--- src/rtl/instruction_fetch_unit.sv ---
// ============================================================================
// instruction_fetch_unit
// ----------------------------------------------------------------------------
// Requester side of the instruction-memory read port. It owns the PC, issues
// word addresses to a fixed-latency memory and collects the returned words
// into a small FIFO. Decode drains that FIFO through a valid/stall handshake.
//
// Flow control is credit based. A request is issued only while
// (buffered + in-flight) < FIFO_DEPTH. Because of this, a returning word
// always has a free slot and the return path never needs to block.
//
// Optional feature (compile-time macro IFU_MISALIGN_TRAP_EN):
//   Defined   : a redirect to a target that is not word aligned flushes the
//               pipe, sets the sticky misalign flag and parks the unit in HALT.
//   Undefined : the low two target bits are ignored and misalign is tied 0.
//
// Ports
//   CLK, RST                     clock (rising edge), async active-low reset
//   Dir[31:0]                    word address {2'b00, pc_q[31:2]}
//   mem_req                      Dir is a real request this cycle
//   Inst[31:0]                   memory data, valid MEM_LAT cycles after request
//   stall                        decode cannot accept the head entry
//   branch_taken, branch_target  redirect pulse and byte target address
//   if_valid, if_inst, if_pc     FIFO head presented to decode
//   misalign                     sticky misaligned-target flag
// ============================================================================
module instruction_fetch_unit #(
    parameter logic [31:0] RESET_PC   = 32'h0000_0000,
    parameter int          MEM_LAT    = 1,
    parameter int          FIFO_DEPTH = 4
) (
    input  logic        CLK,
    input  logic        RST,
    output logic [31:0] Dir,
    output logic        mem_req,
    input  logic [31:0] Inst,
    input  logic        stall,
    input  logic        branch_taken,
    input  logic [31:0] branch_target,
    output logic        if_valid,
    output logic [31:0] if_inst,
    output logic [31:0] if_pc,
    output logic        misalign
);

    localparam int AW = $clog2(FIFO_DEPTH);

    typedef enum logic [1:0] {BOOT, FETCH, HALT} state_t;

    state_t        state_q, state_d;
    logic [31:0]   pc_q;
    logic [31:0]   target_pc;
    logic          redirect, trap, credit, push, pop;

    // Per-stage valid/PC tags for requests still in flight in the memory.
    logic [MEM_LAT:1] vld_pipe;
    logic [31:0]      pc_pipe [MEM_LAT:1];
    logic [AW:0]      inflight;

    logic [31:0]   buf_inst [FIFO_DEPTH];
    logic [31:0]   buf_pc   [FIFO_DEPTH];
    logic [AW-1:0] rd_ptr, wr_ptr;
    logic [AW:0]   fifo_count;

    assign redirect = (state_q == FETCH) && branch_taken;

`ifdef IFU_MISALIGN_TRAP_EN
    logic misalign_q;
    assign trap      = redirect && (branch_target[1:0] != 2'b00);
    assign target_pc = branch_target;
    assign misalign  = misalign_q;
`else
    logic unused_tgt_bits;
    assign unused_tgt_bits = ^branch_target[1:0];
    assign trap      = 1'b0;
    assign target_pc = {branch_target[31:2], 2'b00};
    assign misalign  = 1'b0;
`endif

    always_comb begin
        inflight = '0;
        for (int i = 1; i <= MEM_LAT; i++)
            inflight = inflight + (AW+1)'(vld_pipe[i]);
    end

    assign credit = ({1'b0, fifo_count} + {1'b0, inflight}) < (AW+2)'(FIFO_DEPTH);

    // Next state and issue decision.
    always_comb begin
        state_d = state_q;
        mem_req = 1'b0;
        case (state_q)
            BOOT:  state_d = FETCH;
            FETCH: begin
                if (trap)
                    state_d = HALT;
                else if (!redirect && credit)
                    mem_req = 1'b1;
            end
            HALT:  state_d = HALT;
            default: state_d = BOOT;
        endcase
    end

    assign Dir = {2'b00, pc_q[31:2]};

    always_ff @(posedge CLK or negedge RST) begin
        if (!RST) begin
            state_q <= BOOT;
            pc_q    <= RESET_PC;
        end else begin
            state_q <= state_d;
            if (redirect && !trap)
                pc_q <= target_pc;
            else if (mem_req)
                pc_q <= pc_q + 32'd4;
        end
    end

`ifdef IFU_MISALIGN_TRAP_EN
    always_ff @(posedge CLK or negedge RST) begin
        if (!RST)
            misalign_q <= 1'b0;
        else if (trap)
            misalign_q <= 1'b1;
    end
`endif

    // Latency pipe: a redirect kills every tag so late returns are dropped.
    always_ff @(posedge CLK or negedge RST) begin
        if (!RST) begin
            vld_pipe <= '0;
            for (int i = 1; i <= MEM_LAT; i++)
                pc_pipe[i] <= '0;
        end else if (redirect) begin
            vld_pipe <= '0;
        end else begin
            vld_pipe[1] <= mem_req;
            pc_pipe[1]  <= pc_q;
            for (int i = 2; i <= MEM_LAT; i++) begin
                vld_pipe[i] <= vld_pipe[i-1];
                pc_pipe[i]  <= pc_pipe[i-1];
            end
        end
    end

    // Return write never blocks; a redirect overrides both push and pop.
    assign push = vld_pipe[MEM_LAT] && !redirect;
    assign pop  = if_valid && !stall && !redirect;

    always_ff @(posedge CLK or negedge RST) begin
        if (!RST) begin
            rd_ptr     <= '0;
            wr_ptr     <= '0;
            fifo_count <= '0;
        end else if (redirect) begin
            rd_ptr     <= '0;
            wr_ptr     <= '0;
            fifo_count <= '0;
        end else begin
            if (push) wr_ptr <= wr_ptr + 1'b1;
            if (pop)  rd_ptr <= rd_ptr + 1'b1;
            fifo_count <= fifo_count + (AW+1)'(push) - (AW+1)'(pop);
        end
    end

    // Storage needs no reset; the outputs are gated by if_valid.
    always_ff @(posedge CLK) begin
        if (push) begin
            buf_inst[wr_ptr] <= Inst;
            buf_pc[wr_ptr]   <= pc_pipe[MEM_LAT];
        end
    end

    assign if_valid = (fifo_count != '0);
    assign if_inst  = if_valid ? buf_inst[rd_ptr] : 32'h0;
    assign if_pc    = if_valid ? buf_pc[rd_ptr]   : 32'h0;

endmodule

--- config.mk ---
export PLATFORM = sky130hd
export DESIGN_NAME = instruction_fetch_unit
export DESIGN_NICKNAME = d
export VERILOG_FILES = /design/src/rtl/instruction_fetch_unit.sv
export SDC_FILE = /design/constraint.sdc
export NUM_CORES = 1
export LEC_CHECK = 0
export ABC_AREA = 1
export CORE_AREA = 2 2 160 162
export DETAILED_ROUTE_END_ITERATION = 7
export DIE_AREA = 0 0 162 164
export GPL_TIMING_DRIVEN = 0
export PLACE_DENSITY_LB_ADDON = 0.1
export SLEW_MARGIN = 20
export SYNTH_ARGS = -nofsm -noshare
export SYNTH_HDL_FRONTEND = slang
export SYNTH_SLANG_ARGS = --single-unit
--- constraint.sdc ---
create_clock -name CLK -period 5.1 [get_ports CLK]
set_input_delay 0.765 -clock CLK [delete_from_list [all_inputs] [get_ports CLK]]
set_output_delay 0.765 -clock CLK [all_outputs]
set_load 0.05 [all_outputs]
# ---- Yosys cells after proc, flatten, opt, wreduce, memory -nomap -nowiden
# Memory sizes are Yosys's and may differ from the RTL's.
# Cells that the tools add are included.
dict set report op_classes {
  n_addsub 6
  n_lt_le_gt_ge 1
  eq_ne 2
  n_mux 15
  reduce_logical 12
}
# op count
set op_table {}
lappend op_table {{$mux 32} 4}
lappend op_table {{$add 32x3->32 const B} 1}
lappend op_table {{$mux 2} 4}
lappend op_table {{$pmux 2 s3} 1}
lappend op_table {{$reduce_bool 2->1} 3}
lappend op_table {{$logic_and 1x1->1} 5}
lappend op_table {{$mux 1} 5}
lappend op_table {{$add 2x1->2 const B} 2}
lappend op_table {{$add 3x1->4} 1}
lappend op_table {{$lt 4x3->1 const B} 1}
lappend op_table {{$add 3x1->3} 1}
lappend op_table {{$mux 3} 1}
lappend op_table {{$reduce_bool 3->1} 1}
lappend op_table {{$sub 3x1->3} 1}
lappend op_table {{$eq 2x1->1 const B} 1}
lappend op_table {{$eq 2x2->1 const B} 1}
lappend op_table {{$logic_not 1->1} 2}
lappend op_table {{$logic_not 2->1} 1}
dict set report totals {
  ff_bits 74
  ram_bits 256
  out_inout_bits 99
  n_memories 2
}
# memory depth word_bits read_ports rd_ports_with_merged_regs wr line_no
set mem_list {}
lappend mem_list {buf_inst 4 32 1 0 1 60} ;# logic [31:0] buf_inst [FIFO_DEPTH];
lappend mem_list {buf_pc 4 32 1 0 1 61} ;# logic [31:0] buf_pc [FIFO_DEPTH];

# ---- Longest topological paths before layout
# Gate-level depths: netlist of the first run.
dict set report depth {
  word_depth 8
  ltp_mapped 13
  ltp_nobuf 11
}

# ---- Worst setup path before layout of the first run
# No wires, ideal clock.
dict set report synth_path {
  kind {in2reg}
  from {input port branch_taken}
  to {memory buf_inst[0][0], enable pin}
  setup_ns 0.482
  t_arrival_ns 3.796
  required_ns 4.618
  path_slack_ns 0.822
  stages 4
  path_buffers 1
  path_cell_list {nand2_1 buf_2 nand2_1 nor2_1}
}
dict set report synth_between {
  elab_chain_cells 5
}
# element line_no
set synth_rtl {}
lappend synth_rtl {{start, declared} 38} ;# input logic branch_taken,
lappend synth_rtl {{$logic_and 1x1->1} 65} ;# assign redirect = (state_q == FETCH) && branch_taken;
lappend synth_rtl {{$logic_not 1->1} 148} ;# assign push = vld_pipe[MEM_LAT] && !redirect;
lappend synth_rtl {{$logic_and 1x1->1} 148}
lappend synth_rtl {{$mux 1} 169} ;# if (push) begin
lappend synth_rtl {{$mux 1 (not written as such)} 170} ;# buf_inst[wr_ptr] <= Inst;
lappend synth_rtl {{end, declared} 60}
# No other way between the ends.

# ---- Worst setup path after layout of the first run
dict set report layout_path {
  from {register rd_ptr[0]}
  to {output port if_pc[20]}
}
dict set report layout_between {
  elab_chain_cells 2
}
# element line_no
set layout_rtl {}
lappend layout_rtl {{start, declared} 62} ;# logic [AW-1:0] rd_ptr, wr_ptr;
lappend layout_rtl {{start signal, assigned} 162} ;# if (pop) rd_ptr <= rd_ptr + 1'b1;
lappend layout_rtl {{$mem_v2 4x32} n/a}
lappend layout_rtl {{$mux 32} 177} ;# assign if_pc = if_valid ? buf_pc[rd_ptr] : 32'h0;
lappend layout_rtl {{end, declared} 42} ;# output logic [31:0] if_pc,
# No other way between the ends.

==> flow_metrics.tcl, run 1 <==
set metrics [dict create \
    fmax_mhz 250 \
    swShare_pct 38.6 \
    globalplace.congestion 0.946 \
    cts_buffers 34 \
    rsz0062_at_grt "false" \
    totalPowerFinal_mw 8.91 \
    slew_headroom_pct 50.3 \
    first_pass_iters 8 \
    dieArea_mm2 0.0266 \
    synth_seq_cells 318 \
    endpoint_kind "output pin" \
    postCtsSetupRepairBufs 0 \
    internal-power_mw 5.47 \
    finalMaxSlewViolations 0 \
    netlist.area_leader.share_pct 54.1 \
    crit_required_ns 4.34 \
    antenna_found_initial 0 \
    row_count 58 \
    status "complete, but fails checks" \
    final_core_utilization_pct 69.5 \
    insertion_delay_ns 0.51 \
    reg2reg_depth 13 \
    setup-violations-final 0 \
    path_class "reg -> out" \
    dp_cells 1832 \
    tns_ns 0 \
    final_nets 1615 \
    max_cap_violations 0 \
    ys_types 40 \
    cp-start-kind "register" \
    grt_pass1_vias 9951 \
    insertedDiodeCount 0 \
    grt_max_degree 41 \
    wirelength_um 34800 \
    crit_arrival_ns 3.23 \
    synth_common_cells "328 x nor2_1, 248 x edfxtp_1, 244 x nand2_1, 134 x o21ai_0, 70 x dfrtp_1" \
    skew_ns 0.0120 \
    violations "DRC" \
    pre_cts_ws_ns 1.42 \
    hold_violations 0 \
    route.vias.total 10100 \
    io_buffers 159 \
    area_growth_pct 25.3 \
    via_per_inst 5.36 \
    synthMostInstantiatedCell "nor2_1" \
    pwr-share-clk_pct 26.7 \
    start_util_pct 55.5 \
    leakage_nw 6.75 \
    synth_area_per_cell_um2 10.4 \
    top_usage_layer "met2" \
    synth_area_mm2 0.0138 \
    die_h_um 164 \
    grt_overflow 0 \
    wl_per_cell_um 18.4 \
    grt_pass1_wl_um 53600 \
    vdd.ir_drop.worst_mv 0.292 \
    yosysSeqAreaShare_pct 66.8 \
    clockBufferDepth 3 \
    track_usage_pct 26.5 \
    finalInstanceArea_mm2 0.0172 \
    instances_no_fill 1893 \
    boundaryPins 167 \
    cts_sinks 318 \
    comb_power_share_pct 36.6 \
    cts_max_level 2 \
    async_flop_share_pct 22.0 \
    setup_slack_ns 1.11 \
    met3_usage_pct 4.09 \
    synth_top_area_cell "edfxtp_1" \
    fp.dieW_um 162 \
    dpl_cell_area_mm2 0.0162 \
    clockRootBuffer "clkbuf_16" \
    ys_warn_count 0 \
    p_seq_share_pct 36.8 \
    nFillCells 1851 \
    ys.flop_type "edfxtp_1" \
    crit_path_max_fanout 10 \
    gr-usage-met1_pct 35.7 \
    cts.reportedPaths.clkPinSlew_ns 0.07 \
    p_per_area_mw_per_mm2 517 \
    cts_tree "done" \
    drtAntennaViolNets 0 \
    fin_crit_sh_pct 78.3 \
    period_minus_slack_ns 3.99 \
    power_switching_mw 3.44 \
    timing.hold.ws_ns 0.194 \
    synthCells 1326 \
    drc_errors 6 \
    hold_buffers 0 \
    ctsResizeCount 0 \
    synth_edf_count 248 \
    synthTopCellsByArea "edfxtp_1 54%, dfrtp_1 13%, nor2_1 8.9%, nand2_1 6.7%, o21ai_0 4.9%" \
    use_met2_pct 44.3 \
    worstMarginPinSlew_ns 0.746 \
    core_mm2 0.0248 \
    drtIter0Drc 892 \
    hold_class "in -> async" \
    dp_hpwl_um 23300 \
    drive_above_1_share_pct 9.47 \
]
-- metal layers --
layer  routed length [µm]  up-vias  part of all wire [%]
met5                    0        -                     0
met4                 1010        0                   2.9
met1                14500     4795                    42
met2                17000      415                    49
li1                     -     4862                     -
met3                 2360       67                   6.8
-- cell type report --
type	instances	area [µm²]	area share, %
Tap cell	330	413	2.39
Timing Repair Buffer	172	1930	11.2
Sequential cell	318	9200	53.3
Multi-Input combinational cell	882	4010	23.3
Buffer	69	370	2.15
Clock inverter	12	88.8	0.515
Clock buffer	49	1000	5.80
Inverter	61	229	1.33
-- sequential cells by signal, indices dropped and copies added (netlist names) --
register,count
buf_inst,128
buf_pc,120
pc_pipe,30
pc_q,30
fifo_count,3
rd_ptr,2
state_q,2
wr_ptr,2
vld_pipe,1
-- layout by cell type (no fill, tap or decap), types with 5 or more instances in the layout --
cell type | synthesis | routed
a21oi_1 | 67 | 67
buf_1 | 6 | 6
buf_16 | 0 | 11
buf_2 | 23 | 23
buf_4 | 13 | 14
clkbuf_1 | 23 | 32
clkbuf_16 | 0 | 37
clkdlybuf4s50_1 | 0 | 158
conb_1 | 1 | 5
dfrtp_1 | 70 | 70
edfxtp_1 | 248 | 248
ha_1 | 8 | 8
inv_1 | 57 | 57
nand2_1 | 244 | 244
nand2_2 | 8 | 8
nand3_1 | 16 | 16
nand3b_1 | 10 | 10
nor2_1 | 328 | 324
nor2_2 | 7 | 7
nor2_4 | 8 | 12
nor3_1 | 5 | 5
o21ai_0 | 134 | 134
or2_1 | 7 | 7
-- power by group through the flow --
stage / Sequential (mW) / Combinational (mW) / Clock [mW]
2_1_floorplan: 3.44 / 1.93 / 0
3_3_place_gp: 3.33 / 3.18 / 0
3_5_place_dp: 3.32 / 3.25 / 0
6_report: 3.28 / 3.26 / 2.37
5_1_grt: 3.30 / 3.47 / 2.51
4_1_cts: 3.27 / 3.28 / 2.41
-- cell families (layout without fill, tap and decap cells) --
group	Yosys count	after routing	synth area share (%)
buffers and inverters	130	363	4.35
XOR/XNOR	2	2	0.127
AO/OA/AOI/OAI	219	219	8.33
other	1	5	0.0272
flip-flops	318	318	66.8
adder cells (fa/ha/maj)	9	9	0.873
AND/OR/NAND/NOR	647	647	19.5
-- worst max-delay path, cell delays in order (launching register included) --
cell and delay, ns:
dfrtp_1 0.36, buf_2 0.18, inv_2 0.18, buf_4 0.23, clkbuf_1 0.41, o21ai_0 0.17
a21oi_1 0.31, clkdlybuf4s50_1 0.87
-- worst paths after layout --
kind,endpoint,start,slack (ns)
max reg2reg,fifo_count[1],state_q[1],2.27
min in group CLK,state_q[1],state_q[0],0.45
min reg2reg,state_q[1],state_q[0],0.45
max,if_pc[20],rd_ptr[0],1.11
max in group asynchronous,pc_pipe[24],RST,4.31
min,pc_pipe[19],RST,0.19
Note: power is estimated with default switching activity, not from simulation.
==> run 2: changes to the inputs <==
--- a/config.mk
+++ b/config.mk
@@ -6,9 +6,9 @@
 export NUM_CORES = 1
 export LEC_CHECK = 0
 export ABC_AREA = 1
-export CORE_AREA = 2 2 160 162
+export CORE_AREA = 2 2 169 171
 export DETAILED_ROUTE_END_ITERATION = 7
-export DIE_AREA = 0 0 162 164
+export DIE_AREA = 0 0 171 173
 export GPL_TIMING_DRIVEN = 0
 export PLACE_DENSITY_LB_ADDON = 0.1
 export SLEW_MARGIN = 20
==> constraint.sdc (replaced) <==
create_clock -name CLK -period 3.4 [get_ports CLK]
set_input_delay 0.51 -clock CLK [delete_from_list [all_inputs] [get_ports CLK]]
set_output_delay 0.51 -clock CLK [all_outputs]
set_load 0.05 [all_outputs]
==> run 2 against run 1 <==
Against the previous run:
- critical path type unchanged
- the run now ends clean
- highest routed layer unchanged
- core utilization decreased by 7.3 points
- final area is 0.33% lower
- hold slack better by 0.22 ns
==> flow_metrics.tcl, run 2 (synthesis gave the netlist of run 1 again) <==
set metrics [dict create \
    path_class "reg -> out" \
    final_core_utilization_pct 62.2 \
    top_regs "buf_inst: 128 flops, buf_pc: 120 flops" \
    leakage_nw 6.99 \
    grt_pass1_vias 9686 \
    period_minus_slack_ns 3.25 \
    final_nets 1613 \
    cts.reportedPaths.clkPinSlew_ns 0.07 \
    setup-violations-final 0 \
    max_cap_violations 0 \
    worstMarginPinSlew_ns 0.690 \
    finalMaxSlewViolations 0 \
    cts_buffers 31 \
    totalPowerFinal_mw 13.0 \
    insertion_delay_ns 0.57 \
    drtIter0Drc 938 \
    fin_crit_sh_pct 95.5 \
    start_util_pct 49.8 \
    route.vias.total 10100 \
    regMostFlops "buf_inst" \
    layout_common_cells "324 x nor2_1, 248 x edfxtp_1, 244 x nand2_1" \
    antenna_found_initial 0 \
    hold_class "in -> async" \
    dieArea_mm2 0.0296 \
    grt_pass1_wl_um 54000 \
    timing.hold.ws_ns 0.411 \
    rsz0062_at_grt "false" \
    fp.dieW_um 171 \
    clockRootBuffer "clkbuf_16" \
    hold_violations 0 \
    slew_headroom_pct 54.0 \
    die_h_um 173 \
    fmax_mhz 308 \
    vdd.ir_drop.worst_mv 0.421 \
    core_mm2 0.0276 \
    final_common_cell "nor2_1" \
    globalplace.congestion 0.924 \
    cts_max_level 1 \
    status "completed" \
    drtAntennaViolNets 0 \
    first_pass_iters 5 \
    crit_required_ns 2.89 \
    grt_max_degree 42 \
    skew_ns 0.0142 \
    grt_overflow 0 \
    wirelength_um 35100 \
    via_per_inst 5.19 \
    wl_per_cell_um 18.1 \
    row_count 61 \
    io_buffers 159 \
    dp_hpwl_um 23800 \
    pre_cts_ws_ns -0.0195 \
    cts_tree "done" \
    drive_above_1_share_pct 10.4 \
    r2r-end "fifo_count[1]" \
    cp-start-kind "register" \
    drc_errors 0 \
    crit_path_max_fanout 10 \
    track_usage_pct 23.9 \
    boundaryPins 167 \
    p_per_area_mw_per_mm2 755 \
    largest_register_ffs 128 \
    area_growth_pct 24.9 \
    insertedDiodeCount 0 \
    setup_slack_ns 0.153 \
    cts_sinks 318 \
    clockBufferDepth 3 \
    endpoint_kind "output pin" \
    crit_arrival_ns 2.74 \
    rrSetupSlack_ns 0.57 \
    reg2reg_depth 13 \
    tns_ns 0 \
    reg2reg_from "state_q[1]" \
]
[run 2: cell count changes in the layout (fill, tap and decap cells not counted), sizes merged]
cell | before | now
clkbuf | 72 | 64
dlymetal6s2s | 0 | 3
dlygate4sd2 | 0 | 51
clkdlybuf4s50 | 158 | 96
inv | 61 | 65
dlygate4sd3 | 0 | 1
clkinv | 9 | 11
clkdlybuf4s15 | 0 | 7
clkinvlp | 2 | 0
bufinv | 1 | 3
[run 2: how the worst max path moves through the flow]
stage | endpoint | from | depth (start not counted)
6_report | if_inst[14] | fifo_count[0] | 4
5_1_grt | if_pc[20] | rd_ptr[0] | 7
4_1_cts | if_pc[25] | rd_ptr[0] | 7
3_5_place_dp | fifo_count[1] | branch_taken | 13
3_3_place_gp | buf_pc[3][16] | branch_taken | 5
2_1_floorplan | buf_inst[0][0] | branch_taken | 4
[run 2: final cells by class]
cell class / instances / area (µm²)
fill: 2280 / 10400
sequential: 318 / 9200
multi-input combinational: 882 / 4010
timing repair buffer: 173 / 1880
clock buffer: 40 / 841
tap: 378 / 473
buffer: 69 / 384
inverter: 61 / 229
clock inverter: 18 / 173
[run 2: power by group]
| part | leakage [nW] | internal (mW) | total [mW] | switching, mW |
|---|---|---|---|---|
| sequential | 3.11 | 4.60 | 4.91 | 0.306 |
| clock | 0.504 | 1.98 | 3.42 | 1.45 |
| combinational | 3.38 | 1.25 | 4.65 | 3.40 |
[run 2: layer usage]
| metal | up-vias | track usage [%] | routed length [µm] |
|---|---|---|---|
| li1 | 4857 | - | - |
| met1 | 4756 | 33.7 | 15300 |
| met2 | 389 | 38.5 | 16400 |
| met3 | 53 | 3.71 | 2500 |
| met4 | 0 | 7.17 | 918 |
| met5 | - | 0 | 0 |
[run 2: stage by stage]
stage	std cells	instance area [µm²]
floorplan	1330	13800
global placement	1867	15800
detailed placement	1880	16200
CTS	1939	17200
global route	1939	17200
finish	1939	17200
[run 2: worst max-delay path: stages (launching register included)]
cell	delay [ns]
dfrtp_1	0.45
nor3_4	0.58
clkbuf_1	0.51
a21oi_1	0.15
clkdlybuf4s15_1	0.49
[run 2: what timing repair did]
| item | in CTS | in global routing |
|---|---|---|
| setup endpoints to repair | 62 | 14 |
| endpoints found under the hold margin | 29 | 0 |
| hold buffers | 1 | 0 |
| gates resized for setup | 80 | 7 |
| buffers inserted | 0 | 0 |
